### src/rtl/window3x3_gen.sv
// window3x3_gen: 3x3 neighbourhood window generator for a raster pixel stream.
// Takes IMG_WIDTH x IMG_HEIGHT pixels in row-major order and emits one window
// per pixel position, centred on that pixel, in raster order. Storage is two
// line buffers plus two stored window columns; the third column is formed from
// the line buffers and the incoming pixel. Border positions are padded.
// Optional build macro WINDOW_BORDER_REPLICATE_EN: padded positions take the
// nearest in-image pixel (clamped per axis) instead of 0.
//
// Handshake: a pixel transfers on a rising edge where in_valid && in_ready;
// a window transfers on a rising edge where out_valid && out_ready. The
// output register (out_window, out_valid, out_last) holds its value while
// out_valid && !out_ready. in_ready never depends on in_valid.
module window3x3_gen #(
  parameter int DATA_WIDTH = 8,
  parameter int IMG_WIDTH  = 100,
  parameter int IMG_HEIGHT = 100,
  parameter int CNT_WIDTH  = 14
) (
  input  logic                    clk,
  input  logic                    rst,
  input  logic                    start,
  input  logic                    in_valid,
  input  logic [DATA_WIDTH-1:0]   in_data,
  output logic                    in_ready,
  output logic                    out_valid,
  output logic [9*DATA_WIDTH-1:0] out_window,
  input  logic                    out_ready,
  output logic                    out_last,
  output logic                    frame_done,
  output logic                    busy,
  output logic [2:0]              dbg_state
);

  localparam int COL_W = (IMG_WIDTH  > 1) ? $clog2(IMG_WIDTH)  : 1;
  localparam int ROW_W = (IMG_HEIGHT > 1) ? $clog2(IMG_HEIGHT) : 1;

  localparam logic [CNT_WIDTH-1:0] PIX_TOTAL = CNT_WIDTH'(IMG_WIDTH * IMG_HEIGHT);
  localparam logic [CNT_WIDTH-1:0] PIX_LAST  = CNT_WIDTH'(IMG_WIDTH * IMG_HEIGHT - 1);
  localparam logic [CNT_WIDTH-1:0] FILL_LAST = CNT_WIDTH'(IMG_WIDTH);
  localparam logic [COL_W-1:0]     LAST_COL  = COL_W'(IMG_WIDTH - 1);
  localparam logic [ROW_W-1:0]     LAST_ROW  = ROW_W'(IMG_HEIGHT - 1);

  typedef enum logic [2:0] {
    S_IDLE  = 3'd0,
    S_FILL  = 3'd1,
    S_RUN   = 3'd2,
    S_FLUSH = 3'd3,
    S_DONE  = 3'd4
  } state_t;

  state_t state, state_next;

  logic [CNT_WIDTH-1:0] in_cnt;
  logic [CNT_WIDTH-1:0] out_cnt;
  logic [COL_W-1:0]     in_col;
  logic [COL_W-1:0]     out_col;
  logic [ROW_W-1:0]     out_row;

  logic [DATA_WIDTH-1:0] lb_top [IMG_WIDTH];
  logic [DATA_WIDTH-1:0] lb_mid [IMG_WIDTH];
  logic [DATA_WIDTH-1:0] col_a [3];
  logic [DATA_WIDTH-1:0] col_b [3];
  logic [DATA_WIDTH-1:0] nc [3];
  logic [DATA_WIDTH-1:0] raw [3][3];
  logic [9*DATA_WIDTH-1:0] win_next;

  logic out_free, in_acc, flush_emit, shift_en, load;
  logic pad_top, pad_bot, pad_left, pad_right;

  assign out_free   = !out_valid || out_ready;
  assign in_acc     = in_valid && in_ready;
  assign flush_emit = (state == S_FLUSH) && out_free && (out_cnt != PIX_TOTAL);
  assign shift_en   = in_acc || flush_emit;
  assign load       = ((state == S_RUN) && in_acc) || flush_emit;
  assign dbg_state  = state;

  assign pad_top   = (out_row == '0);
  assign pad_bot   = (out_row == LAST_ROW);
  assign pad_left  = (out_col == '0);
  assign pad_right = (out_col == LAST_COL);

  // State register.
  always_ff @(posedge clk) begin
    if (rst) state <= S_IDLE;
    else     state <= state_next;
  end

  // Next-state decode and handshake/status outputs.
  always_comb begin
    state_next = state;
    in_ready   = 1'b0;
    frame_done = 1'b0;
    busy       = (state != S_IDLE);
    case (state)
      S_IDLE: begin
        if (start) state_next = S_FILL;
      end
      S_FILL: begin
        in_ready = 1'b1;
        if (in_valid && in_cnt == FILL_LAST) state_next = S_RUN;
      end
      S_RUN: begin
        in_ready = out_free;
        if (in_valid && out_free && in_cnt == PIX_LAST) state_next = S_FLUSH;
      end
      S_FLUSH: begin
        if (out_valid && out_ready && out_last) state_next = S_DONE;
      end
      S_DONE: begin
        frame_done = 1'b1;
        state_next = S_IDLE;
      end
      default: state_next = S_IDLE;
    endcase
  end

  // Input-side and centre-position counters; cleared when a frame is armed.
  always_ff @(posedge clk) begin
    if (rst) begin
      in_cnt  <= '0;
      in_col  <= '0;
      out_cnt <= '0;
      out_col <= '0;
      out_row <= '0;
    end else if (state == S_IDLE) begin
      if (start) begin
        in_cnt  <= '0;
        in_col  <= '0;
        out_cnt <= '0;
        out_col <= '0;
        out_row <= '0;
      end
    end else begin
      if (in_acc) in_cnt <= in_cnt + 1'b1;
      if (shift_en) in_col <= (in_col == LAST_COL) ? '0 : in_col + 1'b1;
      if (load) begin
        out_cnt <= out_cnt + 1'b1;
        if (out_col == LAST_COL) begin
          out_col <= '0;
          out_row <= out_row + 1'b1;
        end else begin
          out_col <= out_col + 1'b1;
        end
      end
    end
  end

  // Line buffers: lb_mid holds the previous row, lb_top the one before it.
  // Contents survive reset; stale entries are always hidden by padding.
  always_ff @(posedge clk) begin
    if (in_acc) begin
      lb_top[in_col] <= lb_mid[in_col];
      lb_mid[in_col] <= in_data;
    end
  end

  // Column formed from the line buffers and the new pixel; during flush the
  // bottom row is beyond the image and is always padded.
  always_comb begin
    nc[0] = lb_top[in_col];
    nc[1] = lb_mid[in_col];
    nc[2] = (state == S_FLUSH) ? '0 : in_data;
  end

  // Stored window columns shift left by one on every accepted or flushed position.
  always_ff @(posedge clk) begin
    if (shift_en) begin
      for (int i = 0; i < 3; i++) begin
        col_a[i] <= col_b[i];
        col_b[i] <= nc[i];
      end
    end
  end

  // Assemble the unpadded 3x3 neighbourhood: left, centre, right columns.
  always_comb begin
    for (int i = 0; i < 3; i++) begin
      raw[i][0] = col_a[i];
      raw[i][1] = col_b[i];
      raw[i][2] = nc[i];
    end
  end

  // Apply border padding from the centre coordinates.
  always_comb begin
`ifdef WINDOW_BORDER_REPLICATE_EN
    logic [1:0] ri;
    logic [1:0] cj;
    win_next = '0;
    for (int i = 0; i < 3; i++) begin
      for (int j = 0; j < 3; j++) begin
        ri = 2'(i);
        cj = 2'(j);
        if ((i == 0 && pad_top) || (i == 2 && pad_bot))    ri = 2'd1;
        if ((j == 0 && pad_left) || (j == 2 && pad_right)) cj = 2'd1;
        win_next[DATA_WIDTH*(3*i+j) +: DATA_WIDTH] = raw[ri][cj];
      end
    end
`else
    win_next = '0;
    for (int i = 0; i < 3; i++) begin
      for (int j = 0; j < 3; j++) begin
        if ((i == 0 && pad_top) || (i == 2 && pad_bot) ||
            (j == 0 && pad_left) || (j == 2 && pad_right))
          win_next[DATA_WIDTH*(3*i+j) +: DATA_WIDTH] = '0;
        else
          win_next[DATA_WIDTH*(3*i+j) +: DATA_WIDTH] = raw[i][j];
      end
    end
`endif
  end

  // Output register: load a new window when free, otherwise hold until taken.
  always_ff @(posedge clk) begin
    if (rst) begin
      out_window <= '0;
      out_valid  <= 1'b0;
      out_last   <= 1'b0;
    end else if (load) begin
      out_window <= win_next;
      out_valid  <= 1'b1;
      out_last   <= (out_cnt == PIX_LAST);
    end else if (out_ready) begin
      out_valid  <= 1'b0;
      out_last   <= 1'b0;
    end
  end

endmodule

### config.mk
export PLATFORM = sky130hd
export DESIGN_NAME = window3x3_gen
export DESIGN_NICKNAME = d
export VERILOG_FILES = /design/src/rtl/window3x3_gen.sv
export SDC_FILE = /design/constraint.sdc
export NUM_CORES = 2
export LEC_CHECK = 0
export BUFFER_PORTS_ARGS = -buffer_cell sky130_fd_sc_hd__buf_2
export CELL_PAD_IN_SITES_DETAIL_PLACEMENT = 0
export CELL_PAD_IN_SITES_GLOBAL_PLACEMENT = 1
export CORE_MARGIN = 10
export CORE_UTILIZATION = 25
export DETAILED_ROUTE_END_ITERATION = 7
export PLACE_DENSITY_LB_ADDON = 0.2
export SKIP_CTS_REPAIR_TIMING = 1
export SYNTH_ARGS = -nofsm -noshare
export SYNTH_HDL_FRONTEND = slang
export SYNTH_SLANG_ARGS = --single-unit
### constraint.sdc
create_clock -name clk -period 8.15 [get_ports clk]
set_input_delay 2.0375 -clock clk [delete_from_list [all_inputs] [get_ports clk]]
set_output_delay 2.0375 -clock clk [all_outputs]
set_load 0.05 [all_outputs]
==> results.txt <==
Result of the run: finished, final reports clean
Vias in the first global route: 36,100
Cell Pwr Density: 292 nW/um^2
Maximum number of pins on one net before global-route repair: 97
Post-route worst hold slack: 0.445 ns
Clk_lat worst skew: 0.86 ns
Req. time, crit path: 8.89 ns
Wire length of the first global-routing pass: 299 mm
Critical Path Start Type: register
Max-capacitance violation count: 0
Area of the die: 296,000 sq um
DIE WIDTH: 544 microns
Row count: 192
Classification of the worst setup path: reg2reg
Total Negative Setup Slacks: 0 ns
Final-report setup violation count: 0
Clock Skews: 0.0420 ns
Half-perimeter wire length after placement: 135 mm
Drt total wl: 215 mm
Worst vdd rail ir drop: 261 uV
Min Clock Period, post-route: 5.06 ns
Sequential element share of the synthesized area: 0.760
Static Leakage: 24.5 nW
Nature of the critical path endpoint: register
Clock tree from TritonCTS: built
Final Cell Area: 80,500 sq um
Syn nets: 3,579
Worst min-delay path startpoint: col_b[0][6]
Post-layout nets: 3,844
Number of instances in the synthesized netlist: 3,557
Area share of the leading cell type in the synthesized netlist: 0.722
Crit path to: out_window[45]
Crit path DAT: 5.80 ns
Combinational share of power: 0.162
Register bit total from synthesis: 1,781
Die Ht: 544 microns
Share of the clock period used by the worst path after layout: 0.621
Core box area: 273,000 sq um
Worst R2R Path Depth: 9
Type of the most critical hold path: reg2reg
Largest driver fanout on the critical path: 77
GRT Resource Usage Total: 0.142
Number of port buffers: 92
Routability congestion estimate from global placement: 0.799
Top_reg_cell synth: sky130_fd_sc_hd__edfxtp_1
Number of enable flip-flop cells after synthesis: 1,648
Longest Clk Path Bufs: 3
Fraction of layout instances using a drive strength above 1: 0.244
Switching part of the total: 0.277
Clock Sinks: 1,781
Post-synthesis average cell area: 19.3 sq um
Initial Util: 0.251
Number of placed instances, taps included: 7,208
Total iterations of the first detailed-routing run: 5
Number of distinct standard cells referenced by the synthesized netlist: 74
Synth area leader: sky130_fd_sc_hd__edfxtp_1
Clock transition at path regs: 0.06 ns
Total count of hold-check failures in the final report: 0
Vias after detailed routing: 35,300
Internal Dissipation: 17.0 mW
Tightest Pin Transition: 1.25 ns
Asr flop ratio synth: 0
Post-route DRC violation count: 0
Reported net switching power: 6.51 mW
Detail-routed via count per cell: 4.66
Clock power frac: 0.376
Non-filler instance count after layout: 7,584
Average routed wire per standard cell: 28.3 microns
Iter 0 DRT Violations: 3,402
Sum of overflow across all layers after global routing: 0
Antenna violations before repair: 16
Clock H-tree levels: 4
Final ANT Viol Nets: 0
Placed instance area: 74,100 sq um
Worst reg2reg setup slack: 3.09 ns
Yosys synthesis warning count: 0
Leading post-synthesis cells by cell area: sky130_fd_sc_hd__edfxtp_1, sky130_fd_sc_hd__mux4_2, sky130_fd_sc_hd__dfxtp_1, sky130_fd_sc_hd__mux2i_1, sky130_fd_sc_hd__nor2_1
Number of CTS-inserted buffers: 201
Relative max-transition margin: 0.161
R2r endpoint: out_window[45]
Root Buffer: sky130_fd_sc_hd__clkbuf_16
Maximum clock rate: 198 MHz
Setup repair after global routing missed its margin: false
I/O pins: 93
Area added between synthesis and finish: 17.3%
Mapped cell area: 68,600 sq um
Sequential cell fraction of total power: 0.463
Final Max Tran Viols: 0
==> layout by cell type, fill, tap and decap left out, types with 13 or more instances in the layout <==
master and n:
sky130_fd_sc_hd__edfxtp_1 1648, sky130_fd_sc_hd__mux4_2 336, sky130_fd_sc_hd__clkbuf_16 206, sky130_fd_sc_hd__nand2_1 178
sky130_fd_sc_hd__buf_4 169, sky130_fd_sc_hd__nor2_1 150, sky130_fd_sc_hd__mux2i_1 128, sky130_fd_sc_hd__dfxtp_1 127
sky130_fd_sc_hd__nand3_1 104, sky130_fd_sc_hd__a21oi_1 101, sky130_fd_sc_hd__buf_2 83, sky130_fd_sc_hd__clkinv_1 52
sky130_fd_sc_hd__clkbuf_1 49, sky130_fd_sc_hd__a22oi_1 46, sky130_fd_sc_hd__mux2_2 44, sky130_fd_sc_hd__o21ai_0 38
sky130_fd_sc_hd__a22o_1 37, sky130_fd_sc_hd__o22ai_1 35, sky130_fd_sc_hd__nor2_2 30, sky130_fd_sc_hd__clkinv_2 26
sky130_fd_sc_hd__o221ai_1 22, sky130_fd_sc_hd__inv_1 17, sky130_fd_sc_hd__nor3_1 17, sky130_fd_sc_hd__and2_1 17
sky130_fd_sc_hd__nor2b_1 16, sky130_fd_sc_hd__and3_1 14, sky130_fd_sc_hd__xor2_1 14, sky130_fd_sc_hd__o211ai_1 13
sky130_fd_sc_hd__nand4_1 13, sky130_fd_sc_hd__bufinv_16 13
==> sequential cells by signal, summed over array words and instances, names as in the netlist, named ones only <==
register	cells
lb_mid	800
lb_top	800
out_window	72
col_a	24
col_b	24
in_cnt	14
out_cnt	14
in_col	7
out_col	7
out_row	7
dbg_state	3
out_last	1
out_valid	1
==> synthesized netlist by cell type (30+ instances only) <==
master / number
sky130_fd_sc_hd__nor2_1: 181
sky130_fd_sc_hd__o22ai_1: 35
sky130_fd_sc_hd__o21ai_0: 39
sky130_fd_sc_hd__a21oi_1: 101
sky130_fd_sc_hd__nand2_1: 179
sky130_fd_sc_hd__dfxtp_1: 133
sky130_fd_sc_hd__a22oi_1: 46
sky130_fd_sc_hd__mux4_2: 336
sky130_fd_sc_hd__buf_2: 60
sky130_fd_sc_hd__edfxtp_1: 1648
sky130_fd_sc_hd__nand3_1: 106
sky130_fd_sc_hd__a22o_1: 37
sky130_fd_sc_hd__buf_4: 30
sky130_fd_sc_hd__clkbuf_1: 85
sky130_fd_sc_hd__mux2_2: 44
sky130_fd_sc_hd__mux2i_1: 128
==> worst min path at each step <==
stage | endpoint | slack (ns) | depth (start not counted)
2_1_floorplan | col_a[0][0] | 0.43 | 0
3_5_place_dp | col_a[0][15] | 0.43 | 0
4_1_cts | col_a[0][10] | 0.45 | 0
6_report | col_a[0][6] | 0.44 | 0
5_1_grt | col_a[0][10] | 0.45 | 0
3_3_place_gp | col_a[0][8] | 0.43 | 0
==> layout make-up <==
class / instances / area [sq um]
diodes: 7 / 17.5
well taps: 3589 / 4490
inverters: 21 / 78.8
repair buffers: 259 / 1820
multi-input cells: 1558 / 15500
clock inverters: 108 / 958
fillers: 26900 / 193000
flip-flops and latches: 1781 / 52200
clock buffers: 261 / 5420
==> routing by layer <==
layer / wire [microns] / GRT usage / vias up
met5: 13 / 0 / -
met4: 4560 / 0.0337 / 2
met3: 11500 / 0.0245 / 242
met2: 103000 / 0.234 / 1003
met1: 95900 / 0.196 / 19000
li1: - / - / 15100
==> cells by family after synthesis <==
family / after synthesis / synth area share
AND/OR/NAND/NOR: 617 / 0.0423
flip-flops: 1781 / 0.760
buffers and inverters: 218 / 0.0160
AO/OA/AOI/OAI: 403 / 0.0408
adder cells (fa/ha/maj): 9 / 0.00164
XOR/XNOR: 21 / 0.00268
multiplexers: 508 / 0.136
==> stage by stage <==
stage / util / worst slack [ns] / power [mW]
after floorplan: - / 1.26 / 13.3
after global placement: 0.271 / 2.61 / 15.0
after detailed placement: 0.271 / 2.54 / 15.0
after CTS: 0.294 / 2.81 / 23.9
after global routing: 0.294 / 2.75 / 24.4
final: 0.294 / 3.09 / 23.5
==> power groups by stage <==
stage / Combinational (mW) / Clock [mW] / Sequential [mW]
after floorplan: 2.14 / 0 / 11.2
after global placement: 3.92 / 0 / 11.1
after detailed placement: 3.93 / 0 / 11.1
after CTS: 3.93 / 9.07 / 10.9
after global routing: 4.05 / 9.45 / 10.9
final: 3.80 / 8.83 / 10.9
==> critical path, cell delays in order, from the launching register on <==
cell and delay, ns:
sky130_fd_sc_hd__dfxtp_4 0.88, sky130_fd_sc_hd__buf_4 0.57, sky130_fd_sc_hd__buf_4 0.37, sky130_fd_sc_hd__mux4_2 0.57, sky130_fd_sc_hd__a22oi_1 0.31, sky130_fd_sc_hd__a21oi_1 0.12
sky130_fd_sc_hd__nor2_1 0.31, sky130_fd_sc_hd__nand3_4 0.86, sky130_fd_sc_hd__buf_4 0.60, sky130_fd_sc_hd__a22o_1 0.24
(Power assumes the default switching activity.)
